==> src/rtl/decoder_pkg.sv <==
`default_nettype none
// +----------------------------------------------------------------------------+
// | Package   : decoder_pkg                                                    |
// | Brief     : Shared constants and helpers for the select decoder pipeline.  |
// |             onehot() decodes at maximum width; callers truncate.           |
// |             parity_ok() is used only when DEC_PARITY_EN is defined.        |
// | Revision  : 1.0  initial release                                           |
// +----------------------------------------------------------------------------+
package decoder_pkg;

   localparam int DEF_IN_W  = 3;
   localparam int DEF_CNT_W = 16;

   // Widest select field the helpers support; decoders up to 256 outputs.
   localparam int MAX_IN_W  = 8;
   localparam int MAX_OUT_W = 1 << MAX_IN_W;

   // Binary to one-hot at maximum width. Narrower users zero-extend the
   // select and keep only the low OUT_W bits of the result.
   function automatic logic [MAX_OUT_W-1:0] onehot(input logic [MAX_IN_W-1:0] sel);
      return MAX_OUT_W'(1) << sel;
   endfunction

   // Odd-parity check. Zero-extension does not change the XOR result, so
   // callers may pass any narrower vector padded with zeros.
   function automatic logic parity_ok(input logic [MAX_IN_W+1:0] v);
      return ^v;
   endfunction

endpackage
`default_nettype wire

==> src/rtl/decoder_onehot.sv <==
`default_nettype none
// +----------------------------------------------------------------------------+
// | Module    : decoder_onehot                                                 |
// | Brief     : Combinational binary-to-one-hot decoder with enable.           |
// |             Output is all-zero when i_en is low. IN_W must not exceed      |
// |             decoder_pkg::MAX_IN_W.                                         |
// | Revision  : 1.0  initial release                                           |
// +----------------------------------------------------------------------------+
module decoder_onehot
   import decoder_pkg::*;
#(
   parameter int IN_W = DEF_IN_W
)(
   input  logic [IN_W-1:0]          i_sel,
   input  logic                     i_en,
   output logic [(1<<IN_W)-1:0]     o_onehot
);

   localparam int OUT_W = 1 << IN_W;

   logic [MAX_IN_W-1:0] w_sel_ext;

   // Zero-extend the select to the helper's fixed input width.
   always_comb begin
      w_sel_ext             = '0;
      w_sel_ext[IN_W-1:0]   = i_sel;
   end

   assign o_onehot = i_en ? OUT_W'(onehot(w_sel_ext)) : '0;

endmodule
`default_nettype wire

==> src/rtl/decoder_sel_pipe.sv <==
`default_nettype none
// +----------------------------------------------------------------------------+
// | Module    : decoder_sel_pipe                                               |
// | Brief     : Registered one-hot select decoder with valid/ready handshake,  |
// |             pulse (HOLD=0) or hold (HOLD=1) output mode and a wrapping     |
// |             counter of issued non-zero selects.                            |
// |             Optional macro DEC_PARITY_EN adds in_par and a sticky parity   |
// |             error flag; without it err is tied low.                        |
// | Revision  : 1.0  initial release                                           |
// +----------------------------------------------------------------------------+
module decoder_sel_pipe
   import decoder_pkg::*;
#(
   parameter int IN_W  = DEF_IN_W,
   parameter int HOLD  = 0,
   parameter int CNT_W = DEF_CNT_W
)(
   input  logic                     clk,
   input  logic                     rst,
   input  logic                     clr,
   input  logic [IN_W-1:0]          in_sel,
   input  logic                     in_en,
   input  logic                     in_valid,
   output logic                     in_ready,
`ifdef DEC_PARITY_EN
   input  logic                     in_par,
`endif
   output logic [(1<<IN_W)-1:0]     out_sel,
   output logic                     out_valid,
   input  logic                     out_ready,
   output logic [CNT_W-1:0]         dec_cnt,
   output logic                     err
);

   localparam int OUT_W = 1 << IN_W;

   logic [OUT_W-1:0]  w_dec;
   logic              w_accept;
   logic              w_bad;
   logic [OUT_W-1:0]  r_sel;
   logic              r_valid;
   logic [CNT_W-1:0]  r_cnt;

   decoder_onehot #(
      .IN_W      (IN_W)
   ) u_onehot (
      .i_sel     (in_sel),
      .i_en      (in_en),
      .o_onehot  (w_dec)
   );

   // Single-stage pipe: a slot frees up in the same cycle it drains.
   assign in_ready = ~clr & (~r_valid | out_ready);
   assign w_accept = in_valid & in_ready;

`ifdef DEC_PARITY_EN
   logic [MAX_IN_W+1:0] w_par_vec;
   logic                r_err;

   // Pad the parity word to the helper width; zero bits do not affect XOR.
   always_comb begin
      w_par_vec            = '0;
      w_par_vec[IN_W+1:0]  = {in_en, in_sel, in_par};
   end

   assign w_bad = ~parity_ok(w_par_vec);

   // Sticky error: set by any accepted bad-parity beat, cleared by clr/rst.
   always_ff @(posedge clk or posedge rst) begin
      if (rst) begin
         r_err <= 1'b0;
      end else if (clr) begin
         r_err <= 1'b0;
      end else if (w_accept && w_bad) begin
         r_err <= 1'b1;
      end
   end

   assign err = r_err;
`else
   assign w_bad = 1'b0;
   assign err   = 1'b0;
`endif

   // Output stage: clr dominates, then accept (which also covers drain+accept),
   // then a plain drain which clears out_sel only in pulse mode.
   always_ff @(posedge clk or posedge rst) begin
      if (rst) begin
         r_sel   <= '0;
         r_valid <= 1'b0;
      end else if (clr) begin
         r_sel   <= '0;
         r_valid <= 1'b0;
      end else if (w_accept) begin
         r_sel   <= w_bad ? '0 : w_dec;
         r_valid <= 1'b1;
      end else if (r_valid && out_ready) begin
         r_valid <= 1'b0;
         if (HOLD == 0) begin
            r_sel <= '0;
         end
      end
   end

   // Issued-select counter: only enabled, parity-clean beats count; clr leaves it alone.
   always_ff @(posedge clk or posedge rst) begin
      if (rst) begin
         r_cnt <= '0;
      end else if (!clr && w_accept && in_en && !w_bad) begin
         r_cnt <= r_cnt + CNT_W'(1);
      end
   end

   assign out_sel   = r_sel;
   assign out_valid = r_valid;
   assign dec_cnt   = r_cnt;

endmodule
`default_nettype wire

==> config.mk <==
export PLATFORM = sky130hd
export DESIGN_NAME = decoder_sel_pipe
export DESIGN_NICKNAME = d
export VERILOG_FILES = /design/src/rtl/decoder_pkg.sv /design/src/rtl/decoder_onehot.sv /design/src/rtl/decoder_sel_pipe.sv
export SDC_FILE = /design/constraint.sdc
export NUM_CORES = 1
export LEC_CHECK = 0
export ABC_AREA = 1
export BUFFER_PORTS_ARGS = -buffer_cell sky130_fd_sc_hd__buf_2
export CAP_MARGIN = 30
export CORE_MARGIN = 5
export CORE_UTILIZATION = 53
export CTS_CLUSTER_DIAMETER = 80
export DETAILED_ROUTE_END_ITERATION = 10
export HOLD_SLACK_MARGIN = 0.06
export PLACE_DENSITY = 0.8
export SYNTH_ARGS = -nofsm -noshare
export SYNTH_HDL_FRONTEND = slang
export SYNTH_SLANG_ARGS = --single-unit
export TNS_END_PERCENT = 100
==> constraint.sdc <==
create_clock -name clk -period 2.7 [get_ports clk]
set_clock_uncertainty 0.05 [all_clocks]
set_input_delay 0.54 -clock clk [delete_from_list [all_inputs] [get_ports clk]]
set_output_delay 0.54 -clock clk [all_outputs]
set_load 0.005 [all_outputs]
=== Word level (Yosys, flattened, before mapping) ===
Cells that the tools add are included.

* Register bits: 25
* Output and inout port bits: 27
* Word-level logic and storage cells: 22

* Add/sub/neg operators: 1
* Shift-type cells: 1
* Multiplexer cells: 7
* Bitwise operators: 5
* Reduce and logical (&&, ||, !) cells: 5

{| class="wikitable"
|+ Operator list
! kind !! count
|-
| $mux W8 || 4
|-
| $add A16 B1 Y16 const B || 1
|-
| $shl A1 B3 Y8 const A || 1
|-
| $logic_and A1 B1 Y1 || 3
|-
| $mux W1 || 3
|-
| $reduce_bool A3 Y1 || 1
|-
| $and A1 B1 Y1 || 2
|-
| $not A1 Y1 || 2
|-
| $logic_not A1 Y1 || 1
|-
| $or A1 B1 Y1 || 1
|}

=== Longest topological paths before layout ===
* Depth after elaboration: 6
* Depth in mapped cells: 8

=== By module ===
From an unflattened synthesis, not the netlist that was laid out.

* Cells, all modules: 171
* Area, all modules: 1348.8 um^2

{| class="wikitable"
|+ By module, submodules not included
! module !! instances !! cells an instance !! area an instance (um^2) !! seq. area each (um^2)
|-
| decoder_sel_pipe || 1 || 154 || 1285.0 || 625.6
|-
| decoder_onehot || 1 || 17 || 63.8 || 0.0
|}

=== Worst setup path after synthesis ===
No wires, ideal clock.

* Kind: input to output
* Start point: input port out_ready
* End point: output port in_ready
* Arrival: 841 ps
* Data required time: 2110 ps
* Path slack: 1269 ps
* Stages on the path: 4
* Path through: inv_1 > nand2_1 > nand2_2 > inv_1

* Word-level cells in the longest chain between the ends: 2

{| class="wikitable"
|+ Ends and longest elaborated chain
! element !! line !! RTL
|-
| start, declared || decoder_sel_pipe.sv:30 || <nowiki>input logic out_ready,</nowiki>
|-
| $or A1 B1 Y1 || decoder_sel_pipe.sv:53 || <nowiki>assign in_ready = ~clr & (~r_valid | out_ready);</nowiki>
|-
| $and A1 B1 Y1 || decoder_sel_pipe.sv:53 ||
|-
| end, declared || decoder_sel_pipe.sv:24 || <nowiki>output logic in_ready,</nowiki>
|}

Every way passes these cells.

=== Worst setup path in the final report ===
* Start point: register r_valid, in the netlist out_valid
* End point: output port in_ready

* Word-level cells in the longest chain between the ends: 3

{| class="wikitable"
|+ Ends and longest elaborated chain
! element !! line !! RTL
|-
| start, declared || decoder_sel_pipe.sv:41 || <nowiki>logic r_valid;</nowiki>
|-
| start signal, assigned || decoder_sel_pipe.sv:90 || <nowiki>r_valid <= 1'b0;</nowiki>
|-
| start signal, assigned || decoder_sel_pipe.sv:93 || <nowiki>r_valid <= 1'b0;</nowiki>
|-
| start signal, assigned || decoder_sel_pipe.sv:96 || <nowiki>r_valid <= 1'b1;</nowiki>
|-
| $not A1 Y1 || decoder_sel_pipe.sv:53 ||
|-
| $or A1 B1 Y1 || decoder_sel_pipe.sv:53 ||
|-
| $and A1 B1 Y1 || decoder_sel_pipe.sv:53 ||
|}

Every way passes these cells.

==> impl_metrics.csv <==
group,metric,value,unit
worst_setup_path,cpPeakStageDelay,0.43,ns
drt,avgViaCountPerCell,5.09,
cts,ctsResizeCount,0,
die,core-area,2250,µm²
power,power,760,µW
logic_synthesis,syn-num-nets,157,
worst_setup_path,path_class,"flip-flop to output port",
worst_setup_path,arrival,1.18,ns
logic_synthesis,synthCells,147,
logic_synthesis,yosysSeqAreaShare,0.494,
logic_synthesis,syn_area,1270,µm²
final_layout,n_antenna_cell,0,
die,initial_utilization,0.562,
global_route,track_usage,0.163,
logic_synthesis,ys_types,23,
power,p_leak,0.779,nW
sta,setup_viol,0,
worst_setup_path,cp.required,2.11,ns
sta,fin_crit,1.77,ns
sta,drv_slew,0,
drt,drtPass1Iterations,4,
logic_synthesis,ys_ff_latch,25,
cts,cts_root_buf,"clkbuf_4",
final_layout,fillers,204,
drt,drt_wl_total,2640,µm
power,peakVddDrop,339,µV
sta,slew_headroom,0.371,
die,num_rows,17,
final_layout,layout-drive-gt1-share,0.286,
sta,final.setup.worst_slack,0.927,ns
global_route,grt_overflow,0,
sta,hold_viol_final,0,
cts,cts.sinks,25,
global_route,antenna_found_initial,0,
drt,remaining_drc_errors,0,
logic_synthesis,ys_warn_count,0,
cts,cts_made_buffers,3,
die,ioPinCount,36,
die,die_w,58.9,µm
cts,clk-insertion-delay-late,0.31,ns
global_route,grt_pass1_wl,4400,µm
placed_design,routabilityCongestion,0.850,
worst_setup_path,path_buf_inv,2,
cts,ctsHoldBuffers,0,
die,die_h,58.9,µm
cts,cts_setup_buffers,0,
cts,cts_tree,"built",
hold_path,min_path_type,"input port to flip-flop",
worst_setup_path,worstSetupEndpointType,"output port",
sta,worst_pin_slew,0.942,ns
sta,rsz0062_at_grt,"false",
sta,hold_ws,0.329,ns
placed_design,dp_slack,0.911,ns
drt,num_vias,1069,
worst_setup_path,slowest_stage,"dfrtp_1",
global_route,grt_pass1_vias,1025,
final_layout,syn_to_final_growth,16.3,%
placed_design,dp_cells,206,
placed_design,io_buffers,34,
final_layout,final_common_cell,"nand2_1",
cts,clock_path_buffers,2,
logic_synthesis,syn_avg_cell_area,8.62,µm²
placed_design,dp_hpwl,2050,µm
run_status,status,"finished, final reports clean",
final_layout,nets,193,
cts,htree_levels,1,
job,cap_violations,0,
worst_setup_path,critPathMaxFanout,4,
sta,tns,0,ns
final_layout,layout_common_cells,"39 x nand2_1, 34 x buf_2, 25 x dfrtp_1, 20 x nand3_1, 14 x inv_1",
final_layout,multi_input_area,559,µm²
worst_setup_path,crit_chain,"nand2_1 > nand2_2 > inv_1 > buf_2",
global_route,grt_max_degree,26,
die,die_area,3470,µm²
sta,max_clock_freq,564,MHz
worst_setup_path,startpoint_type,"flip-flop",
worst_setup_path,cp_top_family,"flip-flops",
drt,drt-initial-drc-count,17,
final_layout,layoutNonFillerInstCount,210,
final_layout,ff_latch_area,626,µm²
cts,clk_pin_slew,0.14,ns
sta,fin_crit_sh,0.657,
power,powerDensity,516,nW/µm²
drt,post_drt_wl_per_cell,12.5,µm
drt,ant_nets,0,
[state kept, by name (all words and copies together) (netlist names)]
name / count
out_valid: 1
out_sel: 8
dec_cnt: 16
[power by group]
group	switching [mW]	internal [mW]	total, mW
Combinational	0.0740	0.0676	0.142
Clock	0.111	0.0553	0.166
Sequential	0.0454	0.407	0.453
Total	0.230	0.530	0.760
[metal layers]
metal  wire [µm]  vias to the layer above  share of wire  global-route usage
met3         122                        2          0.046              0.0329
met2        1310                       18           0.50               0.281
li1            -                      534              -                   -
met5           0                        -              0                   0
met1        1180                      515           0.45               0.205
met4          18                        0         0.0068              0.0485
[path summary, 6_finish.rpt]
kind,startpoint,cells past startpoint,end,slack [ns]
min,clr,2,out_valid,0.33
max in group asynchronous,rst,2,dec_cnt[8],1.67
max reg2reg,out_valid,5,out_sel[3],1.12
min in group asynchronous,rst,2,dec_cnt[0],0.36
max,out_valid,4,in_ready,0.93
min reg2reg,dec_cnt[15],2,dec_cnt[15],0.46
[Yosys cell counts]
master	n	share of area
dfrtp_1	25	0.49
inv_2	1	0.0030
nor2_4	1	0.0089
nand4_1	3	0.015
nand3_1	20	0.079
xor2_1	5	0.035
a21oi_1	1	0.0039
nor3_1	1	0.0039
inv_1	14	0.041
o21ai_0	8	0.032
buf_6	1	0.0089
ha_1	1	0.0099
conb_1	1	0.0030
nor2_1	8	0.024
xnor2_1	4	0.028
nand2_1	39	0.12
nor2_2	4	0.020
nor3_2	1	0.0079
buf_4	2	0.012
nand2_2	3	0.015
nand4_2	1	0.0099
xnor2_2	2	0.026
o21ai_2	1	0.0069
[kinds of logic (layout without fill, tap and decap cells)]
family / after synthesis / after routing / share of synthesized area
simple gates: 81 / 81 / 0.298
buf+inv: 18 / 53 / 0.0651
fa+ha+maj: 1 / 1 / 0.00987
compound gates: 10 / 10 / 0.0424
flops: 25 / 25 / 0.494
xor+xnor: 11 / 11 / 0.0879
other cells: 1 / 1 / 0.00296
[cell type report]
class	count	area share
Multi-Input combinational cell	104	0.379
Clock buffer	3	0.0153
Timing Repair Buffer	34	0.115
Sequential cell	25	0.424
Inverter	15	0.0382
Tap cell	28	0.0238
Clock inverter	1	0.00340
[per-stage QoR]
| stage | instance area [µm²] | util |
|---|---|---|
| global placement | 1450 | 0.642 |
| floorplan | 1270 | - |
| finish | 1470 | 0.654 |
| CTS | 1470 | 0.654 |
| detailed placement | 1450 | 0.642 |
| global route | 1470 | 0.654 |
[worst register-to-register path, cell delays in order (launching register included)]
cell and delay (ns):
dfrtp_1 0.43, nand2_1 0.18, nand2_2 0.10, nor2_4 0.34
nand2_1 0.17, o21ai_0 0.22
Note: power is estimated with default switching activity, not from simulation.
